$ cat config.mk
export PLATFORM = sky130hd
export DESIGN_NAME = demux_stream
export DESIGN_NICKNAME = d
export VERILOG_FILES = /design/src/rtl/demux_stream.sv
export SDC_FILE = /design/constraint.sdc
export NUM_CORES = 1
export LEC_CHECK = 0
export ABC_AREA = 1
export BUFFER_PORTS_ARGS = -buffer_cell sky130_fd_sc_hd__buf_2
export CORE_ASPECT_RATIO = 0.9
export CORE_MARGIN = 2
export CORE_UTILIZATION = 46
export CTS_CLUSTER_DIAMETER = 120
export DETAILED_ROUTE_END_ITERATION = 12
export HOLD_SLACK_MARGIN = 0.02
export PLACE_DENSITY = 0.84
export SYNTH_ARGS = -nofsm -noshare
export SYNTH_HDL_FRONTEND = slang
export SYNTH_SLANG_ARGS = --single-unit
$ cat constraint.sdc
create_clock -name clk -period 1.3 [get_ports clk]
set_input_delay 0.26 -clock clk [delete_from_list [all_inputs] [get_ports clk]]
set_output_delay 0.26 -clock clk [all_outputs]
set_load 0.05 [all_outputs]
$ cat src/rtl/demux_stream.sv
// -----------------------------------------------------------------------------
// demux_stream
//
// 1-to-2 valid/ready stream demultiplexer. Each packet arriving on the input
// stream is steered as a whole to output A or output B. The route is taken
// from sel_a on the first beat of a packet (1 = A, 0 = B) and is locked until
// the beat carrying in_last has been accepted. Each output has a single
// registered slot, so either output sustains one beat per cycle.
//
// Parameters:
//   WIDTH  data width of the input and both outputs
//   CNT_W  width of the per-output beat counters (DEMUX_CNT_EN builds only)
//
// Ports:
//   clk, rst                        rising-edge clock, synchronous active-high reset
//   in_valid/in_ready/in_data/in_last/sel_a   input stream and route select
//   out_a_valid/out_a_ready/out_a_data/out_a_last  output slot A
//   out_b_valid/out_b_ready/out_b_data/out_b_last  output slot B
//   cnt_a, cnt_b                    beats loaded into each slot (DEMUX_CNT_EN only)
//   busy                            a multi-beat packet is in progress
//
// Build option:
//   DEMUX_CNT_EN  when defined, adds the wrapping beat counters cnt_a / cnt_b.
// -----------------------------------------------------------------------------
module demux_stream #(
  parameter int WIDTH = 8,
  parameter int CNT_W = 16
) (
  input  logic             clk,
  input  logic             rst,
  input  logic             in_valid,
  output logic             in_ready,
  input  logic [WIDTH-1:0] in_data,
  input  logic             in_last,
  input  logic             sel_a,
  output logic             out_a_valid,
  input  logic             out_a_ready,
  output logic [WIDTH-1:0] out_a_data,
  output logic             out_a_last,
  output logic             out_b_valid,
  input  logic             out_b_ready,
  output logic [WIDTH-1:0] out_b_data,
  output logic             out_b_last,
`ifdef DEMUX_CNT_EN
  output logic [CNT_W-1:0] cnt_a,
  output logic [CNT_W-1:0] cnt_b,
`endif
  output logic             busy
);

  typedef enum logic [1:0] {
    IDLE,
    ROUTE_A,
    ROUTE_B
  } state_t;

  state_t             state_q, state_d;

  logic               a_valid_q, a_valid_d;
  logic [WIDTH-1:0]   a_data_q,  a_data_d;
  logic               a_last_q,  a_last_d;

  logic               b_valid_q, b_valid_d;
  logic [WIDTH-1:0]   b_data_q,  b_data_d;
  logic               b_last_q,  b_last_d;

  logic               target_a;
  logic               slot_a_free;
  logic               slot_b_free;
  logic               accept;
  logic               load_a;
  logic               load_b;

  // Route: sel_a only matters between packets; inside a packet the state
  // register holds the locked destination.
  assign target_a    = (state_q == IDLE) ? sel_a : (state_q == ROUTE_A);

  // A slot can take a new beat if it is empty or is being drained this cycle.
  assign slot_a_free = !a_valid_q || out_a_ready;
  assign slot_b_free = !b_valid_q || out_b_ready;

  // Readiness looks only at the target slot, so a stalled consumer on the
  // other output never blocks the current packet.
  assign in_ready    = target_a ? slot_a_free : slot_b_free;
  assign accept      = in_valid && in_ready;
  assign load_a      = accept &&  target_a;
  assign load_b      = accept && !target_a;

  always_comb begin
    // NOTE: every signal gets a default first so no path leaves it unassigned;
    // that is what keeps this block from inferring latches.
    a_valid_d = a_valid_q;
    a_data_d  = a_data_q;
    a_last_d  = a_last_q;
    b_valid_d = b_valid_q;
    b_data_d  = b_data_q;
    b_last_d  = b_last_q;
    state_d   = state_q;

    // Load wins over drain: a simultaneous drain+load keeps valid high.
    if (load_a) begin
      a_valid_d = 1'b1;
      a_data_d  = in_data;
      a_last_d  = in_last;
    end else if (out_a_ready) begin
      a_valid_d = 1'b0;
    end

    if (load_b) begin
      b_valid_d = 1'b1;
      b_data_d  = in_data;
      b_last_d  = in_last;
    end else if (out_b_ready) begin
      b_valid_d = 1'b0;
    end

    if (accept) begin
      if (in_last) begin
        state_d = IDLE;
      end else if (state_q == IDLE) begin
        state_d = sel_a ? ROUTE_A : ROUTE_B;
      end
    end
  end

  // NOTE: sequential state uses non-blocking assignments only, so every flop
  // samples the pre-edge value of every other flop.
  always_ff @(posedge clk) begin
    if (rst) begin
      // NOTE: the slot data registers are reset too, because the outputs
      // must read as zero after reset, not just be marked invalid.
      state_q   <= IDLE;
      a_valid_q <= 1'b0;
      a_data_q  <= '0;
      a_last_q  <= 1'b0;
      b_valid_q <= 1'b0;
      b_data_q  <= '0;
      b_last_q  <= 1'b0;
    end else begin
      state_q   <= state_d;
      a_valid_q <= a_valid_d;
      a_data_q  <= a_data_d;
      a_last_q  <= a_last_d;
      b_valid_q <= b_valid_d;
      b_data_q  <= b_data_d;
      b_last_q  <= b_last_d;
    end
  end

  assign out_a_valid = a_valid_q;
  assign out_a_data  = a_data_q;
  assign out_a_last  = a_last_q;
  assign out_b_valid = b_valid_q;
  assign out_b_data  = b_data_q;
  assign out_b_last  = b_last_q;
  assign busy        = (state_q != IDLE);

`ifdef DEMUX_CNT_EN
  logic [CNT_W-1:0] cnt_a_q, cnt_a_d;
  logic [CNT_W-1:0] cnt_b_q, cnt_b_d;

  // Counted at load time; the natural CNT_W-bit overflow gives the wrap.
  always_comb begin
    cnt_a_d = cnt_a_q;
    cnt_b_d = cnt_b_q;
    if (load_a) cnt_a_d = cnt_a_q + CNT_W'(1);
    if (load_b) cnt_b_d = cnt_b_q + CNT_W'(1);
  end

  always_ff @(posedge clk) begin
    if (rst) begin
      cnt_a_q <= '0;
      cnt_b_q <= '0;
    end else begin
      cnt_a_q <= cnt_a_d;
      cnt_b_q <= cnt_b_d;
    end
  end

  assign cnt_a = cnt_a_q;
  assign cnt_b = cnt_b_q;
`else
  // Keeps CNT_W referenced in builds without the counters.
  logic [CNT_W-1:0] cnt_unused;
  assign cnt_unused = '0;
`endif

endmodule
* Word level (Yosys, flattened, before mapping)
Cells that the tools add are included.
** Word-level totals
- Output and inout port bits :: 22
- Input bits :: 15
- Word-level logic and storage cells :: 31
- Bits in registers :: 22
** Operators by class
- Equality and inequality tests :: 1
- Mux-type cells :: 9
- Reductions and logical operators :: 14
** Operators by type and width (number)
- $reduce_bool A2 Y1 :: 4
- $mux W1 :: 6
- $mux W2 :: 3
- $logic_and A1 B1 Y1 :: 3
- $logic_not A1 Y1 :: 3
- $eq A2 B1 Y1 const B :: 1
- $logic_not A2 Y1 :: 1
- $logic_or A1 B1 Y1 :: 2
- $reduce_and A2 Y1 :: 1

* Longest topological paths before layout
- Word-level depth :: 6
- Depth in mapped cells :: 7

* Worst setup path after synthesis
OpenSTA, ideal clock, no wires.
- Path kind :: flip-flop to flip-flop
- From :: register b_valid_q (netlist: out_b_valid)
- To :: register state_q[0]
- Stages on the path, launching flop included :: 6
- Clock period less this slack :: 1.475 ns
- Arrival :: 1.360 ns
- Buffers on the path :: 0
- Slack :: -0.175 ns
- Cell sequence :: dfxtp_1 nand2_1 nand2_1 nand2_2 a21oi_1 nor2_1
** On the way
- Word-level cells in the longest chain between the ends :: 5
** RTL lines
- from (decl) :: RTL line 63 : logic b_valid_q, b_valid_d;
- from (signal assigned) :: RTL line 144 : b_valid_q <= b_valid_d;
- $logic_not A1 Y1 :: RTL line 80 : assign slot_b_free = !b_valid_q || out_b_ready;
- $logic_or A1 B1 Y1 :: RTL line 80
- $mux W1 :: RTL line 84 : assign in_ready = target_a ? slot_a_free : slot_b_free;
- named net in_ready :: RTL line 32 : output logic in_ready,
- $logic_and A1 B1 Y1 :: RTL line 85 : assign accept = in_valid && in_ready;
- $reduce_and A2 Y1 (no line)
- to (signal assigned) :: RTL line 140 : state_q <= state_d;
- to (decl) :: RTL line 57 : state_t state_q, state_d;
The timed path passes the listed nets, and every way through them passes these cells.
A chain may end at the register's enable or synchronous reset.

* Worst setup path in the final report
- From :: register state_q[1]
- To :: output in_ready
** On the way
- Word-level cells in the longest chain between the ends :: 3
- Elaborated cells on any way between the ends :: 4
** RTL lines
- $eq A2 B1 Y1 / $logic_not A2 Y1 (equally long branches) :: RTL line 76 : assign target_a = (state_q == IDLE) ? sel_a : (state_q == ROUTE_A);
- $mux W1 * :: RTL line 76
- $mux W1 * :: RTL line 84
- to (decl) :: RTL line 32
Every way passes the cells marked *; elsewhere a longest branch is shown, timed or not.

==> results.md <==
- Final cell count without fillers: 181
- Top post-synthesis cells by area: dfxtp_1, nand2_1, a21oi_1, nand4_1, inv_1
- Worst vdd ir: 791 uV
- Synth area leader: dfxtp_1
- Worst Path Buf+Inv: 2
- Clk root buf: clkbuf_4
- Unrepaired setup endpoints after global routing: yes
- # DRC: 0
- Seq/Total Area, Yosys: 48.6%
- Worst setup path start: state_q[1]
- Nets@finish: 172
- Slowest cell on the critical path: dfxtp_2
- Port bufs: 36
- Post-Synthesis Cells: 116
- Avg WL per Cell: 11.6 um
- Filler Cell Count: 165
- Final max-slew violation count: 0
- CTS Buf Count: 3
- Synth top area share: 48.6%
- TritonCTS clock tree: built
- Grt total ovfl: 0
- Initial Util: 47.9%
- Antenna violations before repair: 0
- CP Cell Sequence: inv_2, o21ai_2, nand2_1, nand2_2, buf_8
- Post-DRT Antenna Nets: 0
- Largest net degree at the start of global routing: 22
- Leak: 0.568 nW
- Max-cap violations: 0
- Net Count, Synth: 131
- Most common cell in the synthesized netlist: nand2_1
- Vias in the first global route: 781
- Die Wd: 50.8 um
- Share of cells above drive strength 1: 39.1%
- Worst rel slew slack: 75.8%
- Final worst slack: -105 ps
- Skew final: 0.804 ps
- CP startpoint kind: flop
- Via count: 908
- Routed WL: 2110 um
- Global-route wire length before repair: 3410 um
- Post-placement cell area: 1100 um^2
- Row cnt: 15
- Fin. Hold Viols: 0
- 1st-pass router iterations: 4
- Crit. End Element: output pin
- Layout area overhead: 30.1%
- Crit Path Max Fanout: 3
- Synth cell types: 19
- HP Start: in_data[3]
- Asr flop ratio synth: 0%
- Detailed placement HPWL: 1520 um
- CTS max path bufs: 2
- Die footprint: 2340 um^2
- Final instance area: 1180 um^2
- Chip Height: 46.1 um
- Pin slew with the least headroom to its limit: 363 ps
- I/O Pins: 37
- Status: finished with violations
- Worst EP arrival: 1140 ps
- WP data required: 1040 ps
- Pre-CTS setup slack: 72.1 ps
- Largest delay share family, worst path: flip-flops
- Maximum clock rate: 712 MHz
- Primary FF master, synth: dfxtp_1
- Worst path max stage delay: 370 ps
- Tot GR Track Use: 19.5%
- Commonest cells in the netlist: nand2_1, dfxtp_1, a21oi_1
- Post-synth EDFFs: 0
- Synthesized area per cell: 7.82 um^2
- Vias per Instance: 5.02
- YS warnings: 0
- Clock-pin slew on the worst setup and hold paths: 120 ps
- DRT iter0 DRCs: 31
- CTS H-tree depth: 1
- Worst hold path class: in2reg
- Hold_buf cts: 0
- #FFs+latches synth: 22
- Failing checks: setup timing
- Endpoints failing setup: 2
- Post-Place Cells: 174
- Core area: 1900 um^2
- Reg-to-Reg Start: state_q[0]
- Pwr per Cell Area: 1430 nW/um^2
- Post-layout min period: 1400 ps
- Clock Latency Late Sink: 310 ps
- Cell Area, Synth: 907 um^2
- ANT cells: 0
- CTS sink count: 22
- Placer Congestion: 0.811
- Kind of critical path: reg2out
- Fin crit share: 108%
layout by cell type, fill, tap and decap left out, drive strengths merged:
cell / synthesis / routed
a21oi: 22 / 22
buf: 4 / 42
clkbuf: 2 / 4
clkinv: 1 / 1
dfxtp: 22 / 22
inv: 9 / 9
nand2: 36 / 36
nand3: 4 / 4
nand4: 10 / 10
nor2: 5 / 5
o21ai: 1 / 1
power breakdown:
| part | internal (W) | switching, W |
|---|---|---|
| clock | 0.000171 | 0.000204 |
| combinational | 0.000165 | 0.000385 |
| sequential | 0.000730 | 0.0000308 |
| total | 0.00107 | 0.000619 |
what timing repair did:
action,in CTS,in global routing
setup buffers,3,0
endpoints found under the setup margin,2,2
resized for setup,7,0
pin swaps,3,0
metrics by stage:
step | util [%] | hold slack (ps) | power (W) | TNS [ps]
floorplan | - | 405 | 0.00117 | 0
finish | 62.2 | 203 | 0.00168 | -106
detailed placement | 58.1 | 451 | 0.00128 | 0
CTS | 62.2 | 198 | 0.00168 | -74.4
global placement | 58.1 | 448 | 0.00126 | 0
global route | 62.2 | 195 | 0.00177 | -230
worst reg2reg max path, stage by stage (launching register included):
cell,delay (ps)
dfxtp_2,390
inv_1,60
nand2_2,80
buf_4,110
nand4_2,100
buf_4,200
nand2_1,60
a21oi_1,70
final timing paths:
check | depth (start not counted) | slack, ps | to
worst min-delay path | 3 | 200 | out_a_data[3]
worst max-delay path | 5 | -100 | in_ready
worst min register to register | 2 | 470 | out_a_data[1]
worst max register to register | 7 | 120 | out_a_data[2]
layer usage:
metal / vias to the layer above / wire [um] / global-route usage (%) / part of all wire (%)
met3: 7 / 109 / 2.60 / 5.2
met4: 0 / 55 / 11.9 / 2.6
met5: - / 0 / 0 / 0
met1: 400 / 855 / 24.7 / 41
met2: 37 / 1090 / 32.1 / 52
li1: 464 / - / - / -
cell families after synthesis:
logic type | Yosys count | synth area share, %
AO/OA/AOI/OAI | 23 | 13.5
buffers and inverters | 16 | 8.97
flip-flops | 22 | 48.6
AND/OR/NAND/NOR | 55 | 29.0
cell type report:
class / instances / area [um^2] / share of cell area (%)
repair buffers: 42 / 238 / 20.1
multi-input cells: 78 / 390 / 33.1
clock buffers: 4 / 36.3 / 3.08
flip-flops and latches: 22 / 445 / 37.8
well taps: 25 / 31.3 / 2.65
inverters: 10 / 38.8 / 3.29
sequential cells by signal (all words and copies together), names as in the netlist:
register,flops
out_b_data,8
out_a_last,1
out_a_valid,1
out_a_data,8
state_q,2
out_b_last,1
out_b_valid,1
Power figures use the tool's default switching activity.
